<file path="src/rtl/hazard_ctrl.sv">
// -----------------------------------------------------------------------------
// hazard_ctrl
//
// Pipeline hazard controller for a five-stage in-order pipeline. It detects
// three hazards:
//   * load-use : the instruction in EX is a load whose destination is read
//                by the instruction in ID
//   * branch   : an ID-stage branch/jump reads busA, whose producer is still
//                in EX (any writer) or is a load in MEM
//   * mem wait : the MEM stage has an outstanding access that is not ready
// The pipeline-register write enables and the ID/EX bubble are combinational,
// so a hazard takes effect in the cycle it is detected. The winning hazard
// is registered as the state, which is also presented as stall_cause.
//
// Ports
//   clk            rising-edge clock
//   reset          asynchronous, active-low reset
//   id_rs, id_rs2  ID-stage source registers
//   id_use_rs2     ID instruction reads rs2
//   id_br          ID instruction is a branch/jump that reads busA in ID
//   ex_reg_wr      EX instruction writes a register
//   ex_load        EX instruction is a load
//   ex_rd          EX destination register
//   mem_reg_wr     MEM instruction writes a register
//   mem_load       MEM instruction is a load
//   mem_req        MEM stage memory access request
//   mem_rd         MEM destination register
//   mem_ready      memory access completes this cycle
//   pc_en .. mem_wb_en  pipeline-register write enables
//   id_ex_bubble   zero the ID/EX control field on the next capture
//   stall_cause    registered state: 00 RUN, 01 LOAD_USE, 10 BRANCH, 11 MEM_WAIT
//   stall_cnt      saturating count of stall cycles
//   mem_timeout    sticky flag: memory wait reached 255 consecutive cycles
// -----------------------------------------------------------------------------
module hazard_ctrl (
   input  logic        clk,
   input  logic        reset,
   input  logic [4:0]  id_rs,
   input  logic [4:0]  id_rs2,
   input  logic        id_use_rs2,
   input  logic        id_br,
   input  logic        ex_reg_wr,
   input  logic        ex_load,
   input  logic [4:0]  ex_rd,
   input  logic        mem_reg_wr,
   input  logic        mem_load,
   input  logic        mem_req,
   input  logic [4:0]  mem_rd,
   input  logic        mem_ready,
   output logic        pc_en,
   output logic        if_id_en,
   output logic        id_ex_en,
   output logic        ex_mem_en,
   output logic        mem_wb_en,
   output logic        id_ex_bubble,
   output logic [1:0]  stall_cause,
   output logic [15:0] stall_cnt,
   output logic        mem_timeout
);

   typedef enum logic [1:0] {
      ST_RUN      = 2'b00,
      ST_LOAD_USE = 2'b01,
      ST_BRANCH   = 2'b10,
      ST_MEM_WAIT = 2'b11
   } state_t;

   state_t      state_q, state_d;
   logic [15:0] stall_cnt_q, stall_cnt_d;
   logic [7:0]  wait_cnt_q, wait_cnt_d;
   logic        mem_timeout_q, mem_timeout_d;

   logic ex_wr_valid, mem_wr_valid;
   logic ex_match_rs, ex_match_rs2, mem_match_rs;
   logic lu_haz, br_haz, mw_haz, any_haz;

   // Register 0 is hard-wired, so a writer targeting it never creates a hazard.
   assign ex_wr_valid  = ex_reg_wr  & (ex_rd  != 5'd0);
   assign mem_wr_valid = mem_reg_wr & (mem_rd != 5'd0);

   assign ex_match_rs  = ex_wr_valid  & (ex_rd  == id_rs);
   assign ex_match_rs2 = ex_wr_valid  & (ex_rd  == id_rs2);
   assign mem_match_rs = mem_wr_valid & (mem_rd == id_rs);

   assign lu_haz  = ex_load & (ex_match_rs | (id_use_rs2 & ex_match_rs2));
   // A branch resolves in ID, so even an ALU result in EX is too late; a load
   // in MEM is still too late because its data only appears at WB.
   assign br_haz  = id_br & (ex_match_rs | (mem_load & mem_match_rs));
   assign mw_haz  = mem_req & ~mem_ready;
   assign any_haz = mw_haz | br_haz | lu_haz;

   // Enables and bubble follow the current inputs directly. While reset is
   // held every enable is forced on so downstream registers take their own
   // reset values.
   always_comb begin
      pc_en        = 1'b1;
      if_id_en     = 1'b1;
      id_ex_en     = 1'b1;
      ex_mem_en    = 1'b1;
      mem_wb_en    = 1'b1;
      id_ex_bubble = 1'b0;
      if (reset) begin
         if (mw_haz) begin
            // Full freeze: nothing moves, and the ID/EX content is kept.
            pc_en     = 1'b0;
            if_id_en  = 1'b0;
            id_ex_en  = 1'b0;
            ex_mem_en = 1'b0;
            mem_wb_en = 1'b0;
         end else if (br_haz || lu_haz) begin
            // Hold the front end and inject a bubble; the back end drains.
            pc_en        = 1'b0;
            if_id_en     = 1'b0;
            id_ex_bubble = 1'b1;
         end
      end
   end

   always_comb begin
      if (mw_haz)      state_d = ST_MEM_WAIT;
      else if (br_haz) state_d = ST_BRANCH;
      else if (lu_haz) state_d = ST_LOAD_USE;
      else             state_d = ST_RUN;

      stall_cnt_d = stall_cnt_q;
      if (any_haz && (stall_cnt_q != 16'hFFFF))
         stall_cnt_d = stall_cnt_q + 16'd1;

      // Counts consecutive wait cycles and parks at 255 once reached.
      wait_cnt_d = 8'd0;
      if (mw_haz)
         wait_cnt_d = (wait_cnt_q == 8'hFF) ? 8'hFF : wait_cnt_q + 8'd1;

      mem_timeout_d = mem_timeout_q | (mw_haz & (wait_cnt_d == 8'hFF));
   end

   always_ff @(posedge clk or negedge reset) begin
      if (!reset) begin
         state_q       <= ST_RUN;
         stall_cnt_q   <= 16'd0;
         wait_cnt_q    <= 8'd0;
         mem_timeout_q <= 1'b0;
      end else begin
         state_q       <= state_d;
         stall_cnt_q   <= stall_cnt_d;
         wait_cnt_q    <= wait_cnt_d;
         mem_timeout_q <= mem_timeout_d;
      end
   end

   assign stall_cause = state_q;
   assign stall_cnt   = stall_cnt_q;
   assign mem_timeout = mem_timeout_q;

endmodule

</file>
<file path="config.mk">
export PLATFORM = sky130hd
export DESIGN_NAME = hazard_ctrl
export DESIGN_NICKNAME = d
export VERILOG_FILES = /design/src/rtl/hazard_ctrl.sv
export SDC_FILE = /design/constraint.sdc
export NUM_CORES = 1
export LEC_CHECK = 0
export CORE_MARGIN = 2
export CORE_UTILIZATION = 45
export CTS_CLUSTER_SIZE = 24
export DETAILED_ROUTE_END_ITERATION = 10
export PLACE_DENSITY = 0.89
export SYNTH_ARGS = -nofsm -noshare
export SYNTH_HDL_FRONTEND = slang
export SYNTH_SLANG_ARGS = --single-unit
export TNS_END_PERCENT = 10
</file>
<file path="constraint.sdc">
create_clock -name clk -period 3.9 [get_ports clk]
set_input_delay 0.975 -clock clk [delete_from_list [all_inputs] [get_ports clk]]
set_output_delay 0.975 -clock clk [all_outputs]
set_load 0.02 [all_outputs]
</file>
**Yosys cells after proc, flatten, opt, wreduce, memory -nomap -nowiden**

Index checks and enable logic that the tools add are counted.

- Output and inout port bits: 25
- Bits in registers: 27
- Bits of input ports: 30
- Logic and storage cells: 46

- Bitwise operators: 17
- Mux-type cells: 13
- $add $sub $neg: 2
- Eq/ne operators: 6
- Reductions and logical operators: 4

Operators with widths:

| operator | count |
|---|---|
| adder 16 x 1 -> 16 bit (second input constant) | 1 |
| == test 8 bit (second input constant) | 2 |
| two-way mux 8 bit | 2 |
| != test 16 bit (second input constant) | 1 |
| == test 5 bit | 3 |
| AND 1 bit | 11 |
| nonzero test 5 bit | 2 |
| two-way mux 1 bit | 9 |
| adder 8 x 1 -> 8 bit (second input constant) | 1 |
| OR 1 bit | 5 |
| two-way mux 2 bit | 2 |
| logical AND 1 bit | 1 |
| logical OR 1 bit | 1 |
| NOT 1 bit | 1 |

**Longest topological paths before layout**

- Depth after elaboration: 10
- Depth in mapped cells: 7
- Depth with buffers taken out: 7

**Worst setup path after synthesis**

No wires, ideal clock.

- Path kind: input-to-output
- Start point: in id_rs[0]
- End point: out pc_en
- Stages: 7
- Path buffers: 1
- Path slack: 356 ps
- Arrival time: 2,569 ps
- Cell sequence: or4_1 a21oi_1 nor3_1 a41oi_4 nand3_2 nand2_1 buf_4

- Cells in the longest elaborated chain, start to end: 9

Ends and longest elaborated chain:

| element | RTL line | text |
|---|---|---|
| start: declaration | 38 | `input logic [4:0] id_rs,` |
| == test 5 bit | 83 | `assign mem_match_rs = mem_wr_valid & (mem_rd == id_rs);` |
| AND 1 bit | 83 |  |
| AND 1 bit | 88 | `assign br_haz = id_br & (ex_match_rs \| (mem_load & mem_match_rs));` |
| OR 1 bit | 88 |  |
| AND 1 bit | 88 |  |
| logical OR 1 bit (*) | 110 | `end else if (br_haz \|\| lu_haz) begin` |
| two-way mux 1 bit (*) (3 in series) | n/a |  |
| end: declaration | 50 | `output logic pc_en,` |

Every way passes the cells marked *; elsewhere a longest branch is shown, timed or not.

**Worst setup path after layout**

- Start point: in id_rs[1]
- End point: out pc_en

- Cells in the longest elaborated chain, start to end: 9

Ends and longest elaborated chain:

| element | RTL line | text |
|---|---|---|
| == test 5 bit | 83 |  |
| AND 1 bit | 83 |  |
| AND 1 bit | 88 |  |
| OR 1 bit | 88 |  |
| AND 1 bit | 88 |  |
| logical OR 1 bit (*) | 110 |  |
| two-way mux 1 bit (*) | 110 |  |
| two-way mux 1 bit (*) | 103 | `if (mw_haz) begin` |
| two-way mux 1 bit (*) | 102 | `if (reset) begin` |

Marks and branches as above.

==> results.json <==
{
  "status": "finished clean",
  "grt_setup_unrepaired": "no",
  "synth-main-ff-cell": "dfrtp_1",
  "post_cts_buffers": 0,
  "clock_sinks": 27,
  "timing.slew.headroom": 0.742,
  "die_area_um2": 3930,
  "timing.rr.start": "stall_cnt[6]",
  "critPathCapture": "pc_en",
  "final_core_util": 0.667,
  "critPathMaxFanout": 2,
  "fp.dieH_um": 62.7,
  "viasPerCell": 5.20,
  "postPlaceCellArea_um2": 2200,
  "yosysSeqAreaShare": 0.436,
  "postLayoutCellArea_um2": 2210,
  "report.power.total_uw": 713,
  "start_util": 0.468,
  "fin_skew_ps": 8.85,
  "power_density_nw_per_um2": 323,
  "via_count": 1358,
  "fp-row-count": 21,
  "worst_skew_pair.late_latency_ps": 320,
  "die_w_um": 62.7,
  "cp_slowest_stage_delay_ps": 510,
  "pre_cts_ws_ps": -280,
  "wirelength_mm": 3.41,
  "fp.coreArea_um2": 3310,
  "area_growth_pct": 42.5,
  "cts_tree": "yes",
  "setup_viol": 0,
  "cp_slowest_cell": "or4_1",
  "drt_iter0_markers": 70,
  "post-route-min-period_ps": 3730,
  "required_ps": 2920,
  "ioPinCount": 55,
  "multiInputGateArea_um2": 836,
  "seqCellArea_um2": 676,
  "layout.nets": 248,
  "place_congestion": 0.797,
  "grt_max_degree": 15,
  "drv_slew": 0,
  "grt-ovfl-total": 0,
  "max_slew.worst_pin.slew_ps": 385,
  "drv_cap": 0,
  "synth.avg_cell_area_um2": 10.3,
  "period_share": 0.957,
  "cp.arrival_ps": 2760,
  "critPathKind": "in -> out",
  "first_global_vias": 1400,
  "hpwl_mm": 2.81,
  "cts.clk_slew.worst_paths_ps": 130,
  "r2r-end": "stall_cnt[1]",
  "drc_errors": 0,
  "ant_nets": 0,
  "synth_cell_types": 36,
  "netlist_instances": 151,
  "clockBufferDepth": 2,
  "r2r_slack_ps": 2060,
  "n_antenna_cell": 0,
  "hold_slack_ps": 499,
  "syn_nets": 183,
  "worstSetupEndpointType": "primary output",
  "fin_ws_ps": 166,
  "synth-edff-count": 0,
  "root_buffer": "clkbuf_4",
  "hold_viol_final": 0,
  "antenna_found_initial": 0,
  "r2r_cells": 6,
  "wl_per_cell_um": 13.1,
  "fill_cells": 280,
  "cp_cell_sequence": "clkdlybuf4s50_1 -> or4_1 -> a21oi_1 -> nor3_1 -> a41oi_4 -> nand3_2 -> nand2_1 -> clkbuf_2",
  "h-tree-depth": 1,
  "p_leak_nw": 0.889,
  "grt.total_usage": 0.191,
  "max_freq_mhz": 268,
  "ys_warn_count": 0,
  "drtPass1Iterations": 4,
  "yosys_register_bits": 27,
  "startpoint_type": "primary input",
  "grt_pass1_wl_mm": 6.01,
  "drive_gt1_frac": 0.130,
  "crit_path_start": "id_rs[1]",
  "synthArstFlopShare": 1.00,
  "min_path_type": "reg -> reg",
  "peakVddDrop_mv": 0.114,
  "io_buffers": 54,
  "cts_buffers": 3,
  "syn_area_um2": 1550
}
==> registers in the layout, indices dropped and copies added (netlist names) <==
register and flops:
stall_cause 2, mem_timeout 1, stall_cnt 16, wait_cnt_q 8
==> kinds of logic after synthesis <==
kind of cell,synth area share
buffers and inverters,0.0242
AOI/OAI and AO/OA,0.111
muxes,0.0145
DFF,0.436
and+or+nand+nor,0.229
xor gates and xnor gates,0.170
adders and majority gates,0.0162
==> cell usage after synthesis, types with 2 or more instances <==
cell / number / area share
or2_2: 3 / 0.012
o21ai_0: 2 / 0.0065
dfrtp_1: 27 / 0.44
nand3_1: 11 / 0.036
and3_1: 4 / 0.016
nor2_1: 7 / 0.017
inv_1: 3 / 0.0073
nand4_1: 9 / 0.036
a21oi_1: 10 / 0.032
a31oi_1: 2 / 0.0081
xnor2_1: 21 / 0.12
ha_1: 2 / 0.016
xor2_1: 9 / 0.051
nor3_1: 4 / 0.013
buf_4: 3 / 0.015
and2_1: 2 / 0.0081
and4_1: 3 / 0.017
mux2_2: 2 / 0.015
nand2_1: 10 / 0.024
==> where the power goes <==
| part | switching, mW | internal [mW] | total (mW) |
|---|---|---|---|
| Clock | 0.0772 | 0.0400 | 0.117 |
| Sequential | 0.0428 | 0.312 | 0.355 |
| Combinational | 0.110 | 0.130 | 0.241 |
| Total | 0.230 | 0.483 | 0.713 |
==> how the worst min path moves through the flow <==
stage                   from             to  slack, ps  cells after the start
3_3_place_gp     mem_timeout    mem_timeout        450                      1
2_1_floorplan  wait_cnt_q[0]  wait_cnt_q[0]        460                      1
6_report         mem_timeout    mem_timeout        500                      1
3_5_place_dp     mem_timeout    mem_timeout        470                      1
5_1_grt        wait_cnt_q[0]  wait_cnt_q[0]        520                      1
4_1_cts          mem_timeout    mem_timeout        500                      1
==> critical path: cells and delay by family <==
family / cells / cell delay [ps]
AND/OR/NAND/NOR: 4 / 840
AO/OA/AOI/OAI: 2 / 330
buffers and inverters: 2 / 610
==> metal layers <==
layer | GRT usage | share of wire
met4 | 0.0667 | 0.0073
met1 | 0.231 | 0.43
met5 | 0 | 0
met3 | 0.0378 | 0.062
met2 | 0.340 | 0.50
==> cells in the final DEF (no fill, tap or decap), types with 2 or more instances in the layout <==
cell | synthesis | layout
clkbuf_2 | 0 | 3
nor2_1 | 7 | 7
and2_1 | 2 | 2
nor3_1 | 4 | 4
nand4_1 | 9 | 9
and3_1 | 4 | 4
nand2_1 | 10 | 10
and4_1 | 3 | 3
a31oi_1 | 2 | 2
inv_1 | 3 | 3
or2_2 | 3 | 3
o21ai_0 | 2 | 2
nand3_1 | 11 | 11
dfrtp_1 | 27 | 27
buf_4 | 3 | 10
mux2_2 | 2 | 2
xor2_1 | 9 | 9
ha_1 | 2 | 2
clkbuf_4 | 0 | 3
a21oi_1 | 10 | 10
clkdlybuf4s50_1 | 0 | 51
xnor2_1 | 21 | 21
==> stage by stage <==
stage | TNS [ps] | cells
after floorplan | 0 | 151
after global placement | -678 | 257
after detailed placement | -778 | 257
after CTS | -2.91 | 261
after global routing | 0 | 261
final | 0 | 261
==> final cells by class <==
cell class	instances	share of cell area
inverter	3	0.00510
multi-input combinational	117	0.379
timing repair buffer	64	0.272
sequential	27	0.306
clock buffer	4	0.0119
tap	46	0.0261
==> timing repair <==
action,CTS,global route
hold buffers,0,0
gates resized for setup,4,5
setup endpoints to repair,3,3
endpoints found under the hold margin,0,0
Power figures use the tool's default switching activity.
